`config.mk`:
```
export PLATFORM = sky130hd
export DESIGN_NAME = ex_muldiv
export DESIGN_NICKNAME = d
export VERILOG_FILES = /design/src/rtl/ex_muldiv.sv
export SDC_FILE = /design/constraint.sdc
export NUM_CORES = 1
export LEC_CHECK = 0
export CORE_MARGIN = 2
export CORE_UTILIZATION = 46
export CTS_CLUSTER_SIZE = 12
export DETAILED_ROUTE_END_ITERATION = 6
export HOLD_SLACK_MARGIN = 0.05
export PLACE_DENSITY_LB_ADDON = 0.15
export SLEW_MARGIN = 10
export SYNTH_ARGS = -nofsm -noshare
export SYNTH_HDL_FRONTEND = slang
export SYNTH_SLANG_ARGS = --single-unit
```
`constraint.sdc`:
```
create_clock -name Clock_i -period 9.2 [get_ports Clock_i]
set_input_delay 1.84 -clock Clock_i [delete_from_list [all_inputs] [get_ports Clock_i]]
set_output_delay 1.84 -clock Clock_i [all_outputs]
set_load 0.01 [all_outputs]
```
`src/rtl/ex_muldiv.sv`:
```
// Iterative 32-bit multiply/divide unit for the EX stage: MULT/MULTU/DIV/DIVU into HI/LO,
// plus MTHI/MTLO writes. One result bit per cycle, 32 iterations.
module ex_muldiv (
  input  logic        Clock_i,
  input  logic        Reset_i,
  input  logic        Start_i,
  input  logic [1:0]  Op_i,
  input  logic [31:0] Data1_i,
  input  logic [31:0] Data2_i,
  input  logic        HiWrite_i,
  input  logic        LoWrite_i,
  input  logic [31:0] WriteData_i,
  output logic        Busy_o,
  output logic        Done_o,
  output logic [31:0] Hi_o,
  output logic [31:0] Lo_o
);

  localparam logic [1:0] IDLE = 2'd0;
  localparam logic [1:0] MUL  = 2'd1;
  localparam logic [1:0] DIV  = 2'd2;
  localparam logic [1:0] FIN  = 2'd3;

  logic [1:0]  state;
  logic [5:0]  cnt;
  logic        is_div;
  logic        neg_res;   // product / quotient sign
  logic        neg_rem;   // remainder follows dividend sign
  logic [31:0] opnd;      // multiplicand magnitude (MUL) or divisor magnitude (DIV)
  logic [63:0] prod;      // high half accumulates, low half shifts out multiplier bits
  logic [32:0] rem;
  logic [31:0] quot;      // dividend shifts out of the top while quotient bits shift in

  logic        signed_op;
  logic        a_neg;
  logic        b_neg;
  logic [31:0] a_mag;
  logic [31:0] b_mag;
  logic [32:0] mul_sum;
  logic [32:0] div_shift;
  logic        div_ge;
  logic [32:0] div_diff;
  logic [63:0] prod_fin;
  logic [31:0] quot_fin;
  logic [31:0] rem_fin;

  // NOTE: every always_comb output is assigned a default first so no path can infer a latch.
  always_comb begin
    signed_op = ~Op_i[0];
    a_neg     = signed_op & Data1_i[31];
    b_neg     = signed_op & Data2_i[31];
    a_mag     = a_neg ? (~Data1_i + 32'd1) : Data1_i;
    b_mag     = b_neg ? (~Data2_i + 32'd1) : Data2_i;
    mul_sum   = {1'b0, prod[63:32]} + (prod[0] ? {1'b0, opnd} : 33'd0);
    div_shift = {rem[31:0], quot[31]};
    div_ge    = (div_shift >= {1'b0, opnd});
    div_diff  = div_shift - {1'b0, opnd};
    prod_fin  = neg_res ? (~prod + 64'd1) : prod;
    quot_fin  = neg_res ? (~quot + 32'd1) : quot;
    rem_fin   = neg_rem ? (~rem[31:0] + 32'd1) : rem[31:0];
  end

  assign Busy_o = (state != IDLE);

  // NOTE: sequential state uses non-blocking assignments so every register sees pre-edge values.
  always_ff @(posedge Clock_i or posedge Reset_i) begin
    if (Reset_i) begin
      state   <= IDLE;
      cnt     <= 6'd0;
      is_div  <= 1'b0;
      neg_res <= 1'b0;
      neg_rem <= 1'b0;
      opnd    <= 32'd0;
      prod    <= 64'd0;
      rem     <= 33'd0;
      quot    <= 32'd0;
      Done_o  <= 1'b0;
      Hi_o    <= 32'd0;
      Lo_o    <= 32'd0;
    end else begin
      Done_o <= 1'b0;
      case (state)
        IDLE: begin
          if (Start_i) begin
            cnt     <= 6'd0;
            is_div  <= Op_i[1];
            neg_res <= a_neg ^ b_neg;
            neg_rem <= a_neg;
            if (!Op_i[1]) begin
              opnd  <= a_mag;
              prod  <= {32'd0, b_mag};
              state <= MUL;
            end else if (Data2_i == 32'd0) begin
              // Divide by zero: preload the architectural result and skip iterations
              neg_res <= 1'b0;
              neg_rem <= 1'b0;
              quot    <= 32'hFFFF_FFFF;
              rem     <= {1'b0, Data1_i};
              state   <= FIN;
            end else begin
              opnd  <= b_mag;
              quot  <= a_mag;
              rem   <= 33'd0;
              state <= DIV;
            end
          end else begin
            if (HiWrite_i) Hi_o <= WriteData_i;
            if (LoWrite_i) Lo_o <= WriteData_i;
          end
        end
        MUL: begin
          prod <= {mul_sum, prod[31:1]};
          cnt  <= cnt + 6'd1;
          if (cnt == 6'd31) state <= FIN;
        end
        DIV: begin
          rem  <= div_ge ? div_diff : div_shift;
          quot <= {quot[30:0], div_ge};
          cnt  <= cnt + 6'd1;
          if (cnt == 6'd31) state <= FIN;
        end
        FIN: begin
          if (is_div) begin
            Lo_o <= quot_fin;
            Hi_o <= rem_fin;
          end else begin
            Hi_o <= prod_fin[63:32];
            Lo_o <= prod_fin[31:0];
          end
          Done_o <= 1'b1;
          state  <= IDLE;
        end
        default: state <= IDLE;
      endcase
    end
  end

endmodule

```
* Word-level counts from Yosys, hierarchy flattened
Cells that the tools add are included.
** Storage, ports and cells
- ROM bits :: 0
- Memory bits (writable) :: 0
- Word-level logic and storage cells :: 98
- Bits in latches :: 0
- Register bits :: 236
- Memories :: 0
- Bits of input ports :: 103
** Operators by class
- Shift-type cells :: 0
- Reductions and logical operators :: 16
- Eq/ne operators :: 12
- Divide/modulo/power cells :: 0
- Bitwise gates (word level) :: 9
- Order comparisons :: 1
- Multiplexer cells :: 40
- $mul :: 0
- $add $sub $neg :: 8
** Operators by type and width (number)
- 32-bit two-way mux :: 20
- 32-bit case mux with 2 select lines :: 4
- 64-bit two-way mux :: 3
- 32-bit by 1-bit adder with 32-bit output (second input constant) :: 4
- 32-bit NOT :: 4
- 64-bit case mux with 2 select lines :: 1
- 64-bit by 1-bit adder with 64-bit output (second input constant) :: 1
- 64-bit NOT :: 1
- 32-bit by 32-bit adder with 33-bit output :: 1
- 33-bit by 32-bit greater-or-equal comparator with 1-bit output :: 1
- 32-bit logical NOT :: 1
- 32-bit subtractor :: 1
- 3-bit AND reduction :: 5
- 2-bit inequality test (second input constant) :: 7
- 6-bit case mux with 2 select lines :: 1
- 2-bit nonzero test :: 5
- 6-bit by 1-bit adder with 6-bit output (second input constant) :: 1
- 6-bit by 5-bit equality test with 1-bit output (second input constant) :: 1
- 1-bit two-way mux :: 6
- 2-bit two-way mux :: 3
- 6-bit two-way mux :: 1
- 2-bit case mux with 3 select lines :: 1
- 2-bit AND reduction :: 3
- 2-bit equality test (second input constant) :: 2
- other kinds (7) :: 8

* Logic depth before layout (Yosys ltp)
- Depth after elaboration :: 7
- Gate-level depth with buffers :: 14
- Mapped depth without buffers :: 13

* Least setup slack after synthesis
OpenSTA, ideal clock, no wires.
- Path kind :: in2reg
- Start point :: input port Data2_i[11]
- End point :: register opnd[0]
- Path buffers :: 2
- Arrival time :: 4.301 ns
- Setup time :: 0.136 ns
- Slack :: 4.763 ns
- Cell stages on the path :: 8
- Data required time :: 9.064 ns
- Cell sequence :: or4_1 -> nor3_1 -> nand4_1 -> or4_1 -> o21ai_1 -> buf_2 -> clkbuf_1 -> o21ai_0
** On the way
- Longest elaborated chain between the ends :: 3
** Ends and longest elaborated chain
- from (decl) :: line 9 : input logic [31:0] Data2_i,
- 32-bit logical NOT :: line 93 : end else if (Data2_i == 32'd0) begin
- 2-bit inequality test (no line)
- 3-bit AND reduction (no line)
- to (signal assigned) :: line 90 : opnd <= a_mag;
- to (signal assigned) :: line 101 : opnd <= b_mag;
- to (decl) :: line 29 : logic [31:0] opnd;
No other way between the ends.
A chain may end at the register's enable or synchronous reset.

* Worst setup path after layout
- Start point :: input port Data2_i[11]
- End point :: register opnd[18]
** On the way
- Longest elaborated chain between the ends :: 5
** Ends and longest elaborated chain
- 32-bit NOT :: line 53 : b_mag = b_neg ? (~Data2_i + 32'd1) : Data2_i;
- 32-bit by 1-bit adder with 32-bit output :: line 53
- 32-bit two-way mux :: line 53
- 32-bit two-way mux :: line 93
- 32-bit two-way mux :: line 89 : if (!Op_i[1]) begin
Several ways; a longest one is shown, not always the timed one. The select of a mux whose other input is x is not followed.

==> metrics.csv <==
stage;metric;value;unit
clock_tree;CTS tree;yes;
drt;Routed Wire Length;72100;um
pwr;Tot Pwr;8.73;mW
min_path;HP Class;flop to flop;
logic_synthesis;Netlist cell types;72;
floorplan;die width;208;um
global_route;vias in the first global route;17800;
drt;Routed Antenna Nets;0;
clock_tree;Post-CTS Hold Buffers;0;
global_route;total gr overflow;0;
floorplan;Core ar.;40900;sq um
timing;final setup vio count;0;
timing;normalized max-slew margin;0.233;
clock_tree;Skew-Pair Late Insertion Delay;0.57;ns
setup_path;crit end category;flop;
drt;Pre-antenna DRT Iters;7;
clock_tree;CTS max path bufs;3;
global_route;first-pass GRT wire length;109000;um
timing;Slew @ Worst Pin;1.15;ns
setup_path;Req. time, crit path;9.69;ns
logic_synthesis;Post-synth top flop;dfrtp_1;
pwr;Peak supply drop;0.000299;V
clock_tree;CTS root buf;clkbuf_16;
drt;Avg WL per Cell;23.7;um
timing;hold violation count in the final report;0;
drt;DR vias;19200;
timing;Fmax;197;MHz
finish;ANT cells;0;
timing;Final Max Tran Viols;0;
placement;routability cong.;0.971;
finish;fin nets;2671;
clock_tree;Num CTS Buffers;28;
setup_path;CP arrival;5.57;ns
logic_synthesis;Syn Area/Cell;7.87;sq um
placement;Port Buf Inserts;168;
global_route;Total GRT Usage;0.326;
floorplan;Rows;74;
timing;RSZ-0062 raised after global routing;false;
placement;Setup WS pre-CTS;3.21;ns
clock_tree;# Post-CTS Setup Buffers;0;
clock_tree;clock-pin slew on the worst setup and hold paths;0.06;ns
min_path;Hold Path Depth;2;
placement;post-DP HPWL;55300;um
finish;multi-input logic area;12300;sq um
timing;clock skew;0.0142;ns
logic_synthesis;Syn. warnings;0;
finish;post-route cell area;22000;sq um
logic_synthesis;fraction of registers with async set or reset after synthesis;1.00;
finish;Sequential Area;5910;sq um
drt;Vias per Instance;6.31;
floorplan;Die Y;208;um
finish;Area Growth Syn to Fin;15.2;%
floorplan;die footprint;43100;sq um
setup_path;critical path fanouts, max;36;
logic_synthesis;number of enable flip-flop cells after synthesis;0;
run_status;status;completed;
global_route;antenna violations before repair;1;
logic_synthesis;mapped cell area;19100;sq um
drt;First DRT Iteration DRCs;2123;
timing;setup ws final;4.12;ns
drt;DRC viols;0;
timing;min cycle time layout;5.08;ns
clock_tree;H-tree levels;1;
setup_path;r2r worst-path depth;11;
logic_synthesis;register bit count reported by yosys;236;
logic_synthesis;Syn Inst Count;2426;
pwr;PwrDens;397;nW/um^2
pwr;Pleak;9.22;nW
clock_tree;post-CTS sizing;0;
timing;final setup TNS;0;ns
setup_path;CP startpoint kind;input pin;
floorplan;Top Ports;169;
floorplan;initial core utilization;0.466;
placement;Placed Area;21100;sq um
logic_synthesis;post-synthesis sequential area ratio;0.309;
clock_tree;clock sink total;236;
global_route;largest net degree at the start of global routing;108;
timing;fin crit share;0.552;
finish;Fillers;3904;
logic_synthesis;syn_nets;2605;
finish;ratio of cells with drive above 1 in the final layout;0.0457;
run;MaxCap Viol Count;0;
setup_path;Crit Path Class;input pin to flop;
cells in the mapped netlist (21+ instances only):
master / number / area, sq um
nand3_1: 51 / 255
nor2_1: 240 / 901
nand2_1: 234 / 878
xor2_1: 104 / 911
ha_1: 74 / 926
mux2i_1: 75 / 751
a31oi_1: 52 / 325
and3_1: 25 / 156
o41ai_1: 24 / 210
a21oi_1: 219 / 1100
nand4_1: 28 / 175
o21ai_0: 202 / 1010
o211ai_1: 49 / 368
nand2b_1: 38 / 238
or4_1: 21 / 158
inv_1: 85 / 319
xnor2_1: 113 / 990
o31ai_1: 54 / 405
dfrtp_1: 236 / 5910
clkbuf_1: 136 / 510
a21o_1: 42 / 315
or3_1: 35 / 219
nor3_1: 44 / 220
area by class of cell:
cell class,instances,area share
timing repair buffer,192,0.0853
clock inverter,12,0.00336
clock buffer,40,0.0366
inverter,86,0.0150
sequential,236,0.269
tap,532,0.0303
multi-input combinational,1948,0.561
cells in the final DEF (no fill, tap or decap), types with 18 or more instances in the layout:
cell	n
xor2_1	104
clkbuf_16	28
inv_1	83
a21oi_1	217
nor4_1	18
o31ai_1	54
or4_1	21
clkdlybuf4s50_1	167
or3_1	35
mux2i_1	75
nand2b_1	38
dfrtp_1	234
o22ai_1	18
nor3_1	44
o21ai_0	201
a21o_1	42
o41ai_1	24
a31oi_1	52
xnor2_1	113
nand2_1	234
ha_1	72
and3_1	25
nor2_1	239
nor2b_1	20
nand3_1	51
nand4_1	28
o211ai_1	49
buf_4	23
state kept, by name (all words and copies together) (netlist names):
| register | count |
|---|---|
| neg_rem | 1 |
| prod | 64 |
| Lo_o | 32 |
| is_div | 1 |
| opnd | 32 |
| quot | 32 |
| state | 2 |
| neg_res | 1 |
| rem | 32 |
| cnt | 6 |
| Done_o | 1 |
| Hi_o | 32 |
power by group:
group | switching [mW] | leakage (nW) | internal (mW) | total (mW)
logic | 3.29 | 5.93 | 2.07 | 5.36
clock network | 0.482 | 0.441 | 0.608 | 1.09
registers | 0.755 | 2.85 | 1.53 | 2.28
total | 4.52 | 9.22 | 4.21 | 8.73
through the flow:
stage	utilization	cells	hold WS, ns
floorplan	-	2426	0.450
global placement	0.515	2993	0.465
detailed placement	0.515	2993	0.472
CTS	0.537	3045	0.485
global route	0.537	3046	0.513
finish	0.537	3046	0.479
final timing paths:
path	startpoint	end	slack (ns)
max in group asynchronous	Reset_i	neg_res$_DFFE_PP0P_	5.89
max reg2reg	prod[0]$_DFFE_PP0P_	Hi_o[18]$_DFFE_PP0P_	4.75
max	Data2_i[11]	opnd[18]$_DFFE_PP0P_	4.12
min reg2reg	Hi_o[28]$_DFFE_PP0P_	Hi_o[28]$_DFFE_PP0P_	0.48
min	Hi_o[28]$_DFFE_PP0P_	Hi_o[28]$_DFFE_PP0P_	0.48
min in group asynchronous	Reset_i	Done_o$_DFF_PP0_	1.83
worst max-delay path: stages:
cell and delay (ns):
clkdlybuf4s50_1 0.48, or4_1 0.57, nor3_1 0.36, nand4_1 0.38
or4_1 0.89, o21ai_4 0.58, buf_16 0.25, mux2i_1 0.20
layer usage:
layer  share of wire  global-route usage
met1            0.44               0.480
met4           0.037               0.114
met3            0.10              0.0536
met2            0.42               0.482
met5         0.00018                   0
kinds of logic (layout without fill, tap and decap cells):
family	Yosys count	in the layout	synth area share
xor gates and xnor gates	217	217	0.0996
AOI/OAI and AO/OA	770	770	0.250
buffers and inverters	242	330	0.0479
DFF	236	236	0.309
adders and majority gates	76	76	0.0506
and+or+nand+nor	808	808	0.201
muxes	77	77	0.0411
Power figures use the tool's default switching activity.
